**config.mk**
```make
export PLATFORM = sky130hd
export DESIGN_NAME = serial_add_ctrl
export DESIGN_NICKNAME = d
export VERILOG_FILES = /design/src/rtl/serial_add_ctrl.sv
export SDC_FILE = /design/constraint.sdc
export NUM_CORES = 1
export LEC_CHECK = 0
export ABC_AREA = 1
export CAP_MARGIN = 20
export CORE_MARGIN = 4
export CORE_UTILIZATION = 45
export DETAILED_ROUTE_END_ITERATION = 10
export PLACE_DENSITY_LB_ADDON = 0.08
export RECOVER_POWER = 50
export SETUP_SLACK_MARGIN = 0.4
export SLEW_MARGIN = 20
export SYNTH_ARGS = -nofsm -noshare
export SYNTH_HDL_FRONTEND = slang
export SYNTH_SLANG_ARGS = --single-unit
```
**constraint.sdc**
```tcl
create_clock -name clk -period 3.1 [get_ports clk]
set_clock_uncertainty 0.05 [all_clocks]
set_input_delay 0.31 -clock clk [delete_from_list [all_inputs] [get_ports clk]]
set_output_delay 0.31 -clock clk [all_outputs]
set_load 0.05 [all_outputs]
```
**src/rtl/serial_add_ctrl.sv**
```systemverilog
// Bit-serial unsigned adder: one full adder reused LSB first, one bit per clock.
// Optional two's-complement overflow output enabled with `define SERIAL_ADD_CTRL_OVF_EN.
module serial_add_ctrl #(
    parameter int WIDTH = 8
) (
    input  logic             clk,
    input  logic             rst_n,
    input  logic             start,
    input  logic [WIDTH-1:0] a,
    input  logic [WIDTH-1:0] b,
    output logic             busy,
    output logic             done,
    output logic [WIDTH-1:0] sum,
    output logic             cout
`ifdef SERIAL_ADD_CTRL_OVF_EN
    ,
    output logic             ovf
`endif
);

    localparam int CW = (WIDTH > 1) ? $clog2(WIDTH) : 1;
    localparam logic [CW-1:0] LAST_BIT = CW'(WIDTH - 1);

    typedef enum logic [1:0] {
        IDLE = 2'd0,
        RUN  = 2'd1,
        DONE = 2'd2
    } state_e;

    // Returns {carry_out, sum_bit} of a single-bit full adder.
    function automatic logic [1:0] full_add(input logic x, input logic y, input logic ci);
        return {(x & y) | (x & ci) | (y & ci), x ^ y ^ ci};
    endfunction

    state_e           state_q, state_d;
    logic [WIDTH-1:0] a_sh_q, a_sh_d;
    logic [WIDTH-1:0] b_sh_q, b_sh_d;
    logic [WIDTH-1:0] acc_q, acc_d;
    logic [CW-1:0]    cnt_q, cnt_d;
    logic             carry_q, carry_d;
    logic [WIDTH-1:0] sum_q, sum_d;
    logic             cout_q, cout_d;
    logic             busy_q, busy_d;
    logic             done_q, done_d;
    logic [1:0]       fa_s;
`ifdef SERIAL_ADD_CTRL_OVF_EN
    logic             ovf_q, ovf_d;
`endif

    // Next-state, datapath and output-register logic.
    always_comb begin
        state_d = state_q;
        a_sh_d  = a_sh_q;
        b_sh_d  = b_sh_q;
        acc_d   = acc_q;
        cnt_d   = cnt_q;
        carry_d = carry_q;
        sum_d   = sum_q;
        cout_d  = cout_q;
`ifdef SERIAL_ADD_CTRL_OVF_EN
        ovf_d   = ovf_q;
`endif
        fa_s    = full_add(a_sh_q[0], b_sh_q[0], carry_q);

        case (state_q)
            IDLE, DONE: begin
                if (start) begin
                    a_sh_d  = a;
                    b_sh_d  = b;
                    acc_d   = '0;
                    cnt_d   = '0;
                    carry_d = 1'b0;
                    state_d = RUN;
                end else begin
                    state_d = IDLE;
                end
            end
            RUN: begin
                a_sh_d  = {1'b0, a_sh_q[WIDTH-1:1]};
                b_sh_d  = {1'b0, b_sh_q[WIDTH-1:1]};
                acc_d   = {fa_s[0], acc_q[WIDTH-1:1]};
                carry_d = fa_s[1];
                cnt_d   = cnt_q + CW'(1);
                if (cnt_q == LAST_BIT) begin
                    // Results publish only here, so sum/cout never expose partial bits.
                    sum_d   = {fa_s[0], acc_q[WIDTH-1:1]};
                    cout_d  = fa_s[1];
`ifdef SERIAL_ADD_CTRL_OVF_EN
                    // carry_q is the carry into the MSB during this last cycle.
                    ovf_d   = carry_q ^ fa_s[1];
`endif
                    state_d = DONE;
                end else begin
                    state_d = RUN;
                end
            end
            default: begin
                state_d = IDLE;
            end
        endcase

        busy_d = (state_d == RUN);
        done_d = (state_d == DONE);
    end

    // State and datapath registers with asynchronous active-low clear.
    always_ff @(posedge clk or negedge rst_n) begin
        if (!rst_n) begin
            state_q <= IDLE;
            a_sh_q  <= '0;
            b_sh_q  <= '0;
            acc_q   <= '0;
            cnt_q   <= '0;
            carry_q <= 1'b0;
            sum_q   <= '0;
            cout_q  <= 1'b0;
            busy_q  <= 1'b0;
            done_q  <= 1'b0;
`ifdef SERIAL_ADD_CTRL_OVF_EN
            ovf_q   <= 1'b0;
`endif
        end else begin
            state_q <= state_d;
            a_sh_q  <= a_sh_d;
            b_sh_q  <= b_sh_d;
            acc_q   <= acc_d;
            cnt_q   <= cnt_d;
            carry_q <= carry_d;
            sum_q   <= sum_d;
            cout_q  <= cout_d;
            busy_q  <= busy_d;
            done_q  <= done_d;
`ifdef SERIAL_ADD_CTRL_OVF_EN
            ovf_q   <= ovf_d;
`endif
        end
    end

    assign busy = busy_q;
    assign done = done_q;
    assign sum  = sum_q;
    assign cout = cout_q;
`ifdef SERIAL_ADD_CTRL_OVF_EN
    assign ovf  = ovf_q;
`endif

endmodule
```
### Word-level counts from Yosys, hierarchy flattened

Index checks and enable logic that the tools add are counted.

| word-level totals | value |
|---|---|
| flip-flop bits (word level) | 41 |
| input port bits | 19 |
| output and inout bits | 11 |
| logic and storage cells | 42 |

| cells by class | value |
|---|---|
| $add $sub $neg | 1 |
| equal/unequal tests | 6 |
| mux-type cells | 13 |
| bitwise gates (word level) | 7 |
| reduce and logical (&&, ||, !) cells | 5 |

Operator list:

| cell | count |
|---|---|
| 8-bit case mux with 2 select lines | 3 |
| 8-bit 2-to-1 mux | 3 |
| 3-bit case mux with 2 select lines | 1 |
| 2-bit by 1-bit equality test with 1-bit output, second input constant | 2 |
| 2-bit equality test, second input constant | 2 |
| 2-bit case mux with 2 select lines | 1 |
| 2-bit AND reduction | 2 |
| 3-bit by 1-bit adder with 3-bit output, second input constant | 1 |
| 1-bit bitwise AND | 3 |
| 3-bit equality test, second input constant | 1 |
| 3-bit 2-to-1 mux | 1 |
| 2-bit logical NOT | 1 |
| 1-bit 2-to-1 mux | 2 |
| 2-bit 2-to-1 mux | 1 |
| 2-bit != test, second input constant | 1 |
| 1-bit bitwise OR | 2 |
| 1-bit case mux with 2 select lines | 1 |
| 2-bit nonzero test | 1 |
| 2-bit OR reduction | 1 |
| 1-bit XOR | 2 |

### Depth between registers and ports, before layout

Gate-level depths: netlist of the first run.

| depth | value |
|---|---|
| depth in word-level cells | 4 |
| gate-level depth with buffers | 8 |
| depth with buffers taken out | 6 |

### Worst setup path after synthesis of the first run

OpenSTA, ideal clock, no wires.

| path | value |
|---|---|
| path kind | register to register |
| start point | reg cnt_q[0] |
| end point | reg cout_q, in the netlist cout |
| setup time | 0.066 ns |
| arrival time | 1.161 ns |
| data required time | 2.984 ns |
| slack | 1.824 ns |
| cell stages (with the launch flop) | 7 |
| buffers on the path | 1 |
| clock period less this slack | 1.276 ns |
| cell sequence | dfrtp_1 ha_1 ha_1 nand2_4 buf_6 nand2_1 nand2_1 |

| between the ends | value |
|---|---|
| word-level cells in the longest chain between the ends | 2 |

RTL lines:

| what | RTL line | RTL |
|---|---|---|
| start: declaration | 39 | `logic [CW-1:0] cnt_q, cnt_d;` |
| start signal: assignment | 127 | `cnt_q <= cnt_d;` |
| 3-bit equality test | 84 | `if (cnt_q == LAST_BIT) begin` |
| 2-bit AND reduction (no source line) | n/a |  |
| end signal: assignment | 130 | `cout_q <= cout_d;` |
| end: declaration | 42 | `logic cout_q, cout_d;` |

No other way between the ends.
A chain may end at the register's enable or synchronous reset.

### Worst setup path after layout of the first run

| path | value |
|---|---|
| start point | reg state_q[0] |
| end point | reg b_sh_q[2] |

| between the ends | value |
|---|---|
| word-level cells in the longest chain between the ends | 4 |
| elaborated cells on any way between the ends | 8 |
| classes of those cells | 3 x eq/ne; 1 x mux; 4 x reduce/logical |

RTL lines:

| what | RTL line | RTL |
|---|---|---|
| start: declaration | 35 | `state_e state_q, state_d;` |
| start signal: assignment | 123 | `state_q <= state_d;` |
| 2-bit equality test or 2-bit logical NOT (tied branches) | 65 | `case (state_q)` |
| 2-bit OR reduction | 65 |  |
| 2-bit != test (no source line) or 2-bit nonzero test (tied branches) | n/a |  |
| 2-bit AND reduction (no source line) | n/a |  |
| end signal: assignment | 125 | `b_sh_q <= b_sh_d;` |
| end: declaration | 37 | `logic [WIDTH-1:0] b_sh_q, b_sh_d;` |

Parallel ways exist; a longest one is shown, timed or not.

==> metrics.cfg, run 1 <==
[clocking]
cts_hold_buf = 0
cts_tree = built
insertion_delay_ps = 290
clk_pin_slew_worst_paths_ps = 80
ctsLongestPathBuffers = 2
clockRootBuffer = sky130_fd_sc_hd__clkbuf_8
postCtsSetupBuffers = 0
resized_cells_post_cts = 0
cts_inserted_buffers = 5
clock-sinks = 40
cts_htree_levels = 2

[pwr]
cellPowerDensity_nw_per_um2 = 1120
p_leak_nw = 1.20
ir_drop_mv = 0.486

[synth]
post_synth_inst_count = 219
yosys_warnings = 0
synth.yosys.seq_area_share_pct = 53.0
yosys.cell_types.count = 19
post_synthesis_net_count = 241
synth_area_um2 = 1890
synth-seq-cells = 40
syn_area_per_cell_um2 = 8.62

[sta]
maxSlewViolCount = 41
final.min_clock_period_ps = 2080
final-setup-viol-count = 0
post-route-period-util_pct = 67.0
max_freq_mhz = 482
slew_headroom_pct = -39.7
max_slew.worst_pin.slew_ps = 2100
grt_setup_unrepaired = false
fin_hold_ws_ps = 432
finalHoldViolCount = 0
timing.setup.tns_ps = 0

[worst_setup_path]
crit_fanout = 25
critical-path-top-delay-family = simple AND/OR/NAND/NOR gates
rr_startpoint = state_q[0]
crit_type = reg -> reg
worstRegToRegCells = 5
end_kind = flip-flop
critical_path.cell_chain = nand2_1, nand2_4, inv_4, nand2_1, nand2_1
worst_ep_required_time_ps = 3230
crit_path_max_cell_delay_ps = 690
path_buf_inv = 1
timing.critical_path.from_type = flip-flop
crit_arrival_ps = 2210
crit_slowest_cell = sky130_fd_sc_hd__dfrtp_1
r2r-end = b_sh_q[2]
cp_common_cell = sky130_fd_sc_hd__nand2_1
reg2reg_setup_slack_ps = 1020

[placed_design]
io_buffers = 29
postPlaceCellArea_um2 = 2160
dp_hpwl_um = 2280
dp.cells = 289
globalplace.congestion = 0.742

[cells_and_area]
multiInputGateArea_um2 = 633
stdcell_count = 297
fillCellCount = 396
insertedDiodeCount = 0
seqCellArea_um2 = 1000
mostFrequentLayoutCell = sky130_fd_sc_hd__nand2_1
most-common-layout-cells = 74 x sky130_fd_sc_hd__nand2_1, 40 x sky130_fd_sc_hd__dfrtp_1, 38 x sky130_fd_sc_hd__inv_1, 28 x sky130_fd_sc_hd__nand3_1, 28 x sky130_fd_sc_hd__clkdlybuf4s50_1
num-nets-final = 268
synthToLayoutAreaGrowth_pct = 19.2
layout-drive-gt1-share_pct = 8.91
post-route-util_pct = 55.9
finish.instance_area_um2 = 2250

[global_routing]
groute.layer.met2.usage_pct = 21.6
use_met3_pct = 4.68
grt_start_max_net_pins = 41
overflow = 0
grtUsageMet1_pct = 20.4
highest_utilization_routing_layer_at_the_global_route_stage = met2
grt_antenna_before_repair = 0
grt_pass1_wl_um = 5990
global_route.usage.total_pct = 14.7
first_global_vias = 1309

[die]
initial_core_util_pct = 46.9
floorplan.rows = 23
floorplan.core_area_um2 = 4030
die_y_extent_um = 72.8
ioPinCount = 30
die_x_um = 72.8
fp.dieArea_um2 = 5300

[detailed_routing]
drtAntennaViolNets = 0
drt-wirelength-per-cell_um = 11.5
drt-pass1-iter-count = 4
vias_after_detailed_routing = 1382
drcViolationCount = 0
number_of_violations_reported_at_the_end_of_detailed_routing_iteration_0 = 84
avgViaCountPerCell = 4.65
wirelength_um = 3410

[run_status]
failed_checks = capacitance limit, slew limit
result_of_the_run = finished, violations left

[worst_hold_path]
min_from = sum[7]
min-delay-path-class = reg -> reg
min_to = sum[7]
timing.hold.worst_path_depth = 2

[job]
maxCapViolations = 1

[final cells by class]
| type | count | share of cell area (%) |
|---|---|---|
| Clock buffer | 5 | 3.06 |
| Tap cell | 50 | 2.78 |
| Multi-Input combinational cell | 129 | 28.1 |
| Inverter | 41 | 7.06 |
| Clock inverter | 3 | 1.89 |
| Sequential cell | 40 | 44.5 |
| Timing Repair Buffer | 29 | 12.6 |
[flip-flops by register name, summed over array words and instances (netlist names)]
| name | count |
|---|---|
| busy | 1 |
| sum | 8 |
| b_sh_q | 8 |
| cout | 1 |
| carry_q | 1 |
| cnt_q | 3 |
| acc_q | 7 |
| state_q | 2 |
| a_sh_q | 8 |
| done | 1 |
[power by group]
group,internal [W],switching [W],leakage [nW]
sequential,0.000765,0.000150,0.497
clock,0.000238,0.000183,0.0541
combinational,0.000407,0.000769,0.648
total,0.00141,0.00110,1.20
[cells by family after synthesis]
group           count (synthesis)  synth area share, %
simple gates                  107                 25.6
buf+inv                        50                 12.6
flops                          40                 53.0
compound gates                 19                 6.43
fa+ha+maj                       3                 2.39
[synthesized netlist by cell type, drive strengths merged]
library cell  instances  share of area [%]
ha                    2                1.3
nand2                77                 17
fa                    1                1.1
a21oi                 1               0.26
o21ai                18                6.2
buf                   9                4.2
dfrtp                40                 53
nor2                  2               0.79
inv                  41                8.4
nand3                28                7.4
[worst max path at each step]
stage,from,end,cells after the start,slack [ps]
3_3_place_gp,state_q[0],sum[7],6,1360
6_report,state_q[0],b_sh_q[2],5,1020
4_1_cts,sum[6],sum[6],1,1270
3_5_place_dp,state_q[0],sum[7],6,1340
5_1_grt,rst_n,b_sh_q[2],1,740
2_1_floorplan,cnt_q[0],cout,6,1820
[per-stage QoR]
stage / setup slack, ps / total power [W]
2_1_floorplan: 1820 / 0.00189
4_1_cts: 1270 / 0.00257
3_5_place_dp: 1340 / 0.00214
3_3_place_gp: 1360 / 0.00212
5_1_grt: 740 / 0.00273
6_report: 1020 / 0.00251
[worst min-delay path: cells and delay by family, from the launching register on]
family | cells | cell delay [ps]
DFF | 1 | 350
and+or+nand+nor | 2 | 110
[routing by layer]
metal | part of all wire [%] | vias to the layer above | wire [um]
li1 | - | 719 | -
met1 | 51 | 634 | 1750
met2 | 42 | 27 | 1450
met3 | 5.7 | 2 | 194
met4 | 0.56 | 0 | 19
met5 | 0 | - | 0
Note: power is estimated with default switching activity, not from simulation.
==> run 2, diff against run 1 <==
==> constraint.sdc (replaced) <==
create_clock -name clk -period 1.7 [get_ports clk]
set_clock_uncertainty 0.05 [all_clocks]
set_input_delay 0.17 -clock clk [delete_from_list [all_inputs] [get_ports clk]]
set_output_delay 0.17 -clock clk [all_outputs]
set_load 0.05 [all_outputs]
==> metrics.cfg, run 2 (same netlist as run 1, synthesis figures left out) <==
[pwr]
pwr-share-comb_pct = 51.3
sequentialPowerShare_pct = 35.1
cellPowerDensity_nw_per_um2 = 2000
ir_drop_mv = 0.967
power.switching_w = 0.00210
power.clock.fraction_pct = 13.6
p_leak_nw = 1.25
cellInternalPower_w = 0.00258
switching_share_pct = 44.9

[placed_design]
postPlaceCellArea_um2 = 2190
globalplace.congestion = 0.721
dp_hpwl_um = 2330
place_worst_setup_slack_ps = 269
dp.cells = 296
io_buffers = 29

[cells_and_area]
mostFrequentLayoutCell = sky130_fd_sc_hd__nand2_1
insertedDiodeCount = 0
fillCellCount = 378
finish.instance_area_um2 = 2350
post-route-util_pct = 58.2
synthToLayoutAreaGrowth_pct = 24.3
most-common-layout-cells = 73 x sky130_fd_sc_hd__nand2_1, 40 x sky130_fd_sc_hd__dfrtp_1, 38 x sky130_fd_sc_hd__inv_1, 28 x sky130_fd_sc_hd__nand3_1, 17 x sky130_fd_sc_hd__clkdlybuf4s50_1
multiInputGateArea_um2 = 691
stdcell_count = 310
seqCellArea_um2 = 1000
layout-drive-gt1-share_pct = 16.9
num-nets-final = 281

[worst_setup_path]
timing.critical_path.from_type = flip-flop
rr_startpoint = state_q[0]
worstSetupStartpoint = sum[6]
reg2reg_setup_slack_ps = 430
path_buf_inv = 1
critical-path-top-delay-family = buffers and inverters
crit_arrival_ps = 1120
crit_path_max_cell_delay_ps = 480
critical_path.cell_chain = clkbuf_1
worst_ep_required_time_ps = 1480
crit_slowest_cell = sky130_fd_sc_hd__clkbuf_1
crit_fanout = 2
crit_type = reg -> out
end_kind = primary output

[job]
maxCapViolations = 0

[sta]
max_slew.worst_pin.slew_ps = 608
grt_setup_unrepaired = false
maxSlewViolCount = 0
slew_headroom_pct = 59.7
final.min_clock_period_ps = 1340
timing.setup.tns_ps = 0
setup_slack_ps = 360
final-setup-viol-count = 0
post-route-period-util_pct = 78.9
max_freq_mhz = 746
finalHoldViolCount = 0

[detailed_routing]
number_of_violations_reported_at_the_end_of_detailed_routing_iteration_0 = 146
wirelength_um = 3640
avgViaCountPerCell = 4.65
drt-pass1-iter-count = 5
drt-wirelength-per-cell_um = 11.7
drtAntennaViolNets = 0
drcViolationCount = 0
vias_after_detailed_routing = 1443

[global_routing]
global_route.usage.total_pct = 15.7
grt_antenna_before_repair = 0
overflow = 0
first_global_vias = 1337
grt_pass1_wl_um = 6380
grt_start_max_net_pins = 41

[run_status]
result_of_the_run = completed

[die]
initial_core_util_pct = 46.9
die_x_um = 72.8
floorplan.rows = 23
fp.dieArea_um2 = 5300
ioPinCount = 30
die_y_extent_um = 72.8
floorplan.core_area_um2 = 4030

[clocking]
clk_pin_slew_worst_paths_ps = 70
clock-sinks = 40
clockRootBuffer = sky130_fd_sc_hd__clkbuf_8
ctsLongestPathBuffers = 2
cts_htree_levels = 2
cts_tree = built
insertion_delay_ps = 290
cts_inserted_buffers = 5

[worst_hold_path]
min-delay-path-class = in -> reg
min_from = b[7]

-- run 2: changes by cell type in the layout (fill, tap and decap cells not counted), sizes merged, moves of 2 or more --
cell	previous run	this run
clkdlybuf4s50	28	17
clkbuf	6	11
nand2	77	79
buf	0	17
clkdlybuf4s15	0	2
-- run 2: area by class of cell --
cell class,instances,area share (%)
inverters,41,6.77
flip-flops and latches,40,42.7
well taps,50,2.67
multi-input cells,131,29.4
repair buffers,40,14.6
clock buffers,8,3.84
-- run 2: repair_timing --
action | 4_1_cts | 5_1_grt
pin swaps | 1 | 1
buffers inserted | 2 | 1
hold endpoints to repair | 40 | 0
endpoints found under the setup margin | 12 | 32
hold buffers | 1 | 0
gates resized for setup | 7 | 6
gates cloned | 1 | 1
-- run 2: final timing paths --
check,end,cells after the start
worst max register to register,sum[6],5
worst min-delay path,b_sh_q[7],3
min in group asynchronous,done,3
max in group asynchronous,sum[4],3
worst min register to register,sum[0],2
worst max-delay path,sum[6],1
-- run 2: power by group through the flow --
stage | clock network (W) | registers [W] | logic, W
floorplan | 0 | 0.00200 | 0.00144
finish | 0.000639 | 0.00165 | 0.00240
CTS | 0.000656 | 0.00165 | 0.00235
global placement | 0 | 0.00165 | 0.00229
detailed placement | 0 | 0.00166 | 0.00232
global route | 0.000711 | 0.00170 | 0.00274
-- run 2: metal layers --
metal / GRT usage, % / wire [um]
met1: 23.4 / 1830
met2: 21.6 / 1560
met3: 3.86 / 175
met4: 6.76 / 74
met5: 0 / 0
-- run 2: per-stage QoR --
stage	total power, W	hold WS [ps]
after floorplan	0.00344	-176
after global placement	0.00394	213
after detailed placement	0.00398	206
after CTS	0.00466	379
after global routing	0.00515	421
final	0.00469	384
==> variant (config.mk and constraints of run 1) <==
Build with the macro `SERIAL_ADD_CTRL_OVF_EN` defined.
--- a/src/rtl/serial_add_ctrl.sv
+++ b/src/rtl/serial_add_ctrl.sv
@@ -1,5 +1,7 @@
 // Bit-serial unsigned adder: one full adder reused LSB first, one bit per clock.
 // Optional two's-complement overflow output enabled with `define SERIAL_ADD_CTRL_OVF_EN.
+`define SERIAL_ADD_CTRL_OVF_EN
+
 module serial_add_ctrl #(
     parameter int WIDTH = 8
 ) (
Check against the original RTL (old outputs only; new: ovf): equivalent (Yosys induction, for registers that start in step).
==> variant against run 1 <==
The run still ends with capacitance limit, slew limit left. Global-route usage increased by 0.46 points. Worst setup slack got worse by 0.11 ns. Area after synthesis increased by 0.93%. Wire length increased by 1.1%. Sequential cell count increased by 1. Design area increased by 1.2%. Clock power increased by 4.8%. Total power increased by 2.6%. Largest cell class unchanged. Largest power group unchanged.
==> variant: results (changes against run 1) <==
stage,metric,value,unit,change
layout,nMultiInputCombCells,132,,+2.3%
floorplan,start_util,47.0,%,+0.099 points
placed_design,io_buffers,30,,+3.4%
power,ir_drop,0.488,mV,+0.40%
layout,signal_buffers,30,,+3.4%
min_path,min_from,a_sh_q[2]$_DFFE_PN0P_,,
floorplan,dieWidth,73.1,um,+0.41%
synth,syn_nets,247,,+2.5%
sta,tightest_slew,2.14,ns,+0.0472 ns
routing,wl_met3,214,um,+10%
placed_design,pre_cts_slack,1.36,ns,+0.0171 ns
placed_design,dpl_cell_area,2190,um2,+1.7%
grt,grt_pass1_vias,1347,,+2.9%
layout,clk_share,5.11,%,+0.16 points
job,maxCapViolations,1,,unchanged
routing,drt-met1-wl,1.67,mm,-4.5%
routing,first_iter_violations,53,,-37%
layout,drive_gt1_share,4.72,%,-4.2 points
placed_design,place_congestion,0.797,,+7.4%
layout,clkbuf_count,7,,+2
layout,utilization,56.1,%,+0.25 points
min_path,holdPathStages,2,,unchanged
sta,fmax,0.457,GHz,-5.1%
grt,grt.total_usage,15.1,%,+0.46 points
synth,syn_inst,225,,+2.7%
grt,grt_use_met1,20.7,%,+0.22 points
synth,synth-seq-cells,41,,+2.5%
worst_setup_path,endpoint,sum[3]$_DFFE_PN0P_,,
synth,synthTopCellsByArea,"dfrtp_1 (54%), nand2_1 (13%), inv_1 (7.9%)",,
synth,synth_common_cells,"nand2_1 (68), dfrtp_1 (41), inv_1 (40)",,
run_status,status,"finished, violations left",,
cts,worst_skew_pair.late_latency,0.29,ns,about the same
sta,slew_viol_final,42,,+2.4%
grt,use_met3,4.27,%,-0.41 points
grt,grt_util_met2,22.5,%,+0.90 points
grt,grt_max_degree,42,,+2.4%
routing,routed_wl,3.45,mm,+1.1%
min_path,min_to,a_sh_q[2]$_DFFE_PN0P_,,
synth,synth.distinct_cells,21,,+2
placed_design,dp_cells,296,,+2.4%
layout,nNetsFinal,275,,+2.6%
run_status,violations,"capacitance limit, slew limit",,
power,p_leak,1.19,nW,-1.1%
grt,grt_pass1_wl,6.14,mm,+2.5%
layout,multi_input_area_share,26.9,%,-1.3 points
worst_setup_path,arrival,2.30,ns,+0.09 ns
layout,regArea,1030,um2,+2.5%
synth,yosysSeqAreaShare,53.8,%,+0.83 points
routing,vias,1391,,+0.65%
layout,inv_count,43,,+4.9%
worst_setup_path,cp_max_fo,19,,-24%
sta,holdWs,0.434,ns,+0.00159 ns
routing,routedWlPerCell,11.3,um,-1.2%
[variant: changes by cell type in the layout (fill, tap and decap cells not counted), moves of 3 or more]
cell	delta
o21ai_2	-7
o21ai_1	+11
nor2_1	+3
nand2_1	-4
[variant: power breakdown]
part	internal (mW)	leakage [nW]	switching, mW	total [mW]
sequential	0.785	0.509	0.145	0.930
clock	0.262	0.0585	0.178	0.441
combinational	0.424	0.619	0.783	1.21
[variant: kinds of logic (layout without fill, tap and decap cells)]
logic type / after synthesis / count (layout) / share of synthesized area, %
AND/OR/NAND/NOR: 106 / 106 / 25.1
buffers and inverters: 52 / 81 / 12.4
flip-flops: 41 / 41 / 53.8
AO/OA/AOI/OAI: 22 / 22 / 5.78
adder cells (fa/ha/maj): 3 / 3 / 2.36
XOR/XNOR: 1 / 1 / 0.460
[variant: worst register-to-register path: cells and delay by family (launching register included)]
kind,cells,cell delay [ns]
buffers and inverters,1,0.05
DFF,1,0.70
AOI/OAI and AO/OA,1,0.08
and+or+nand+nor,3,1.19
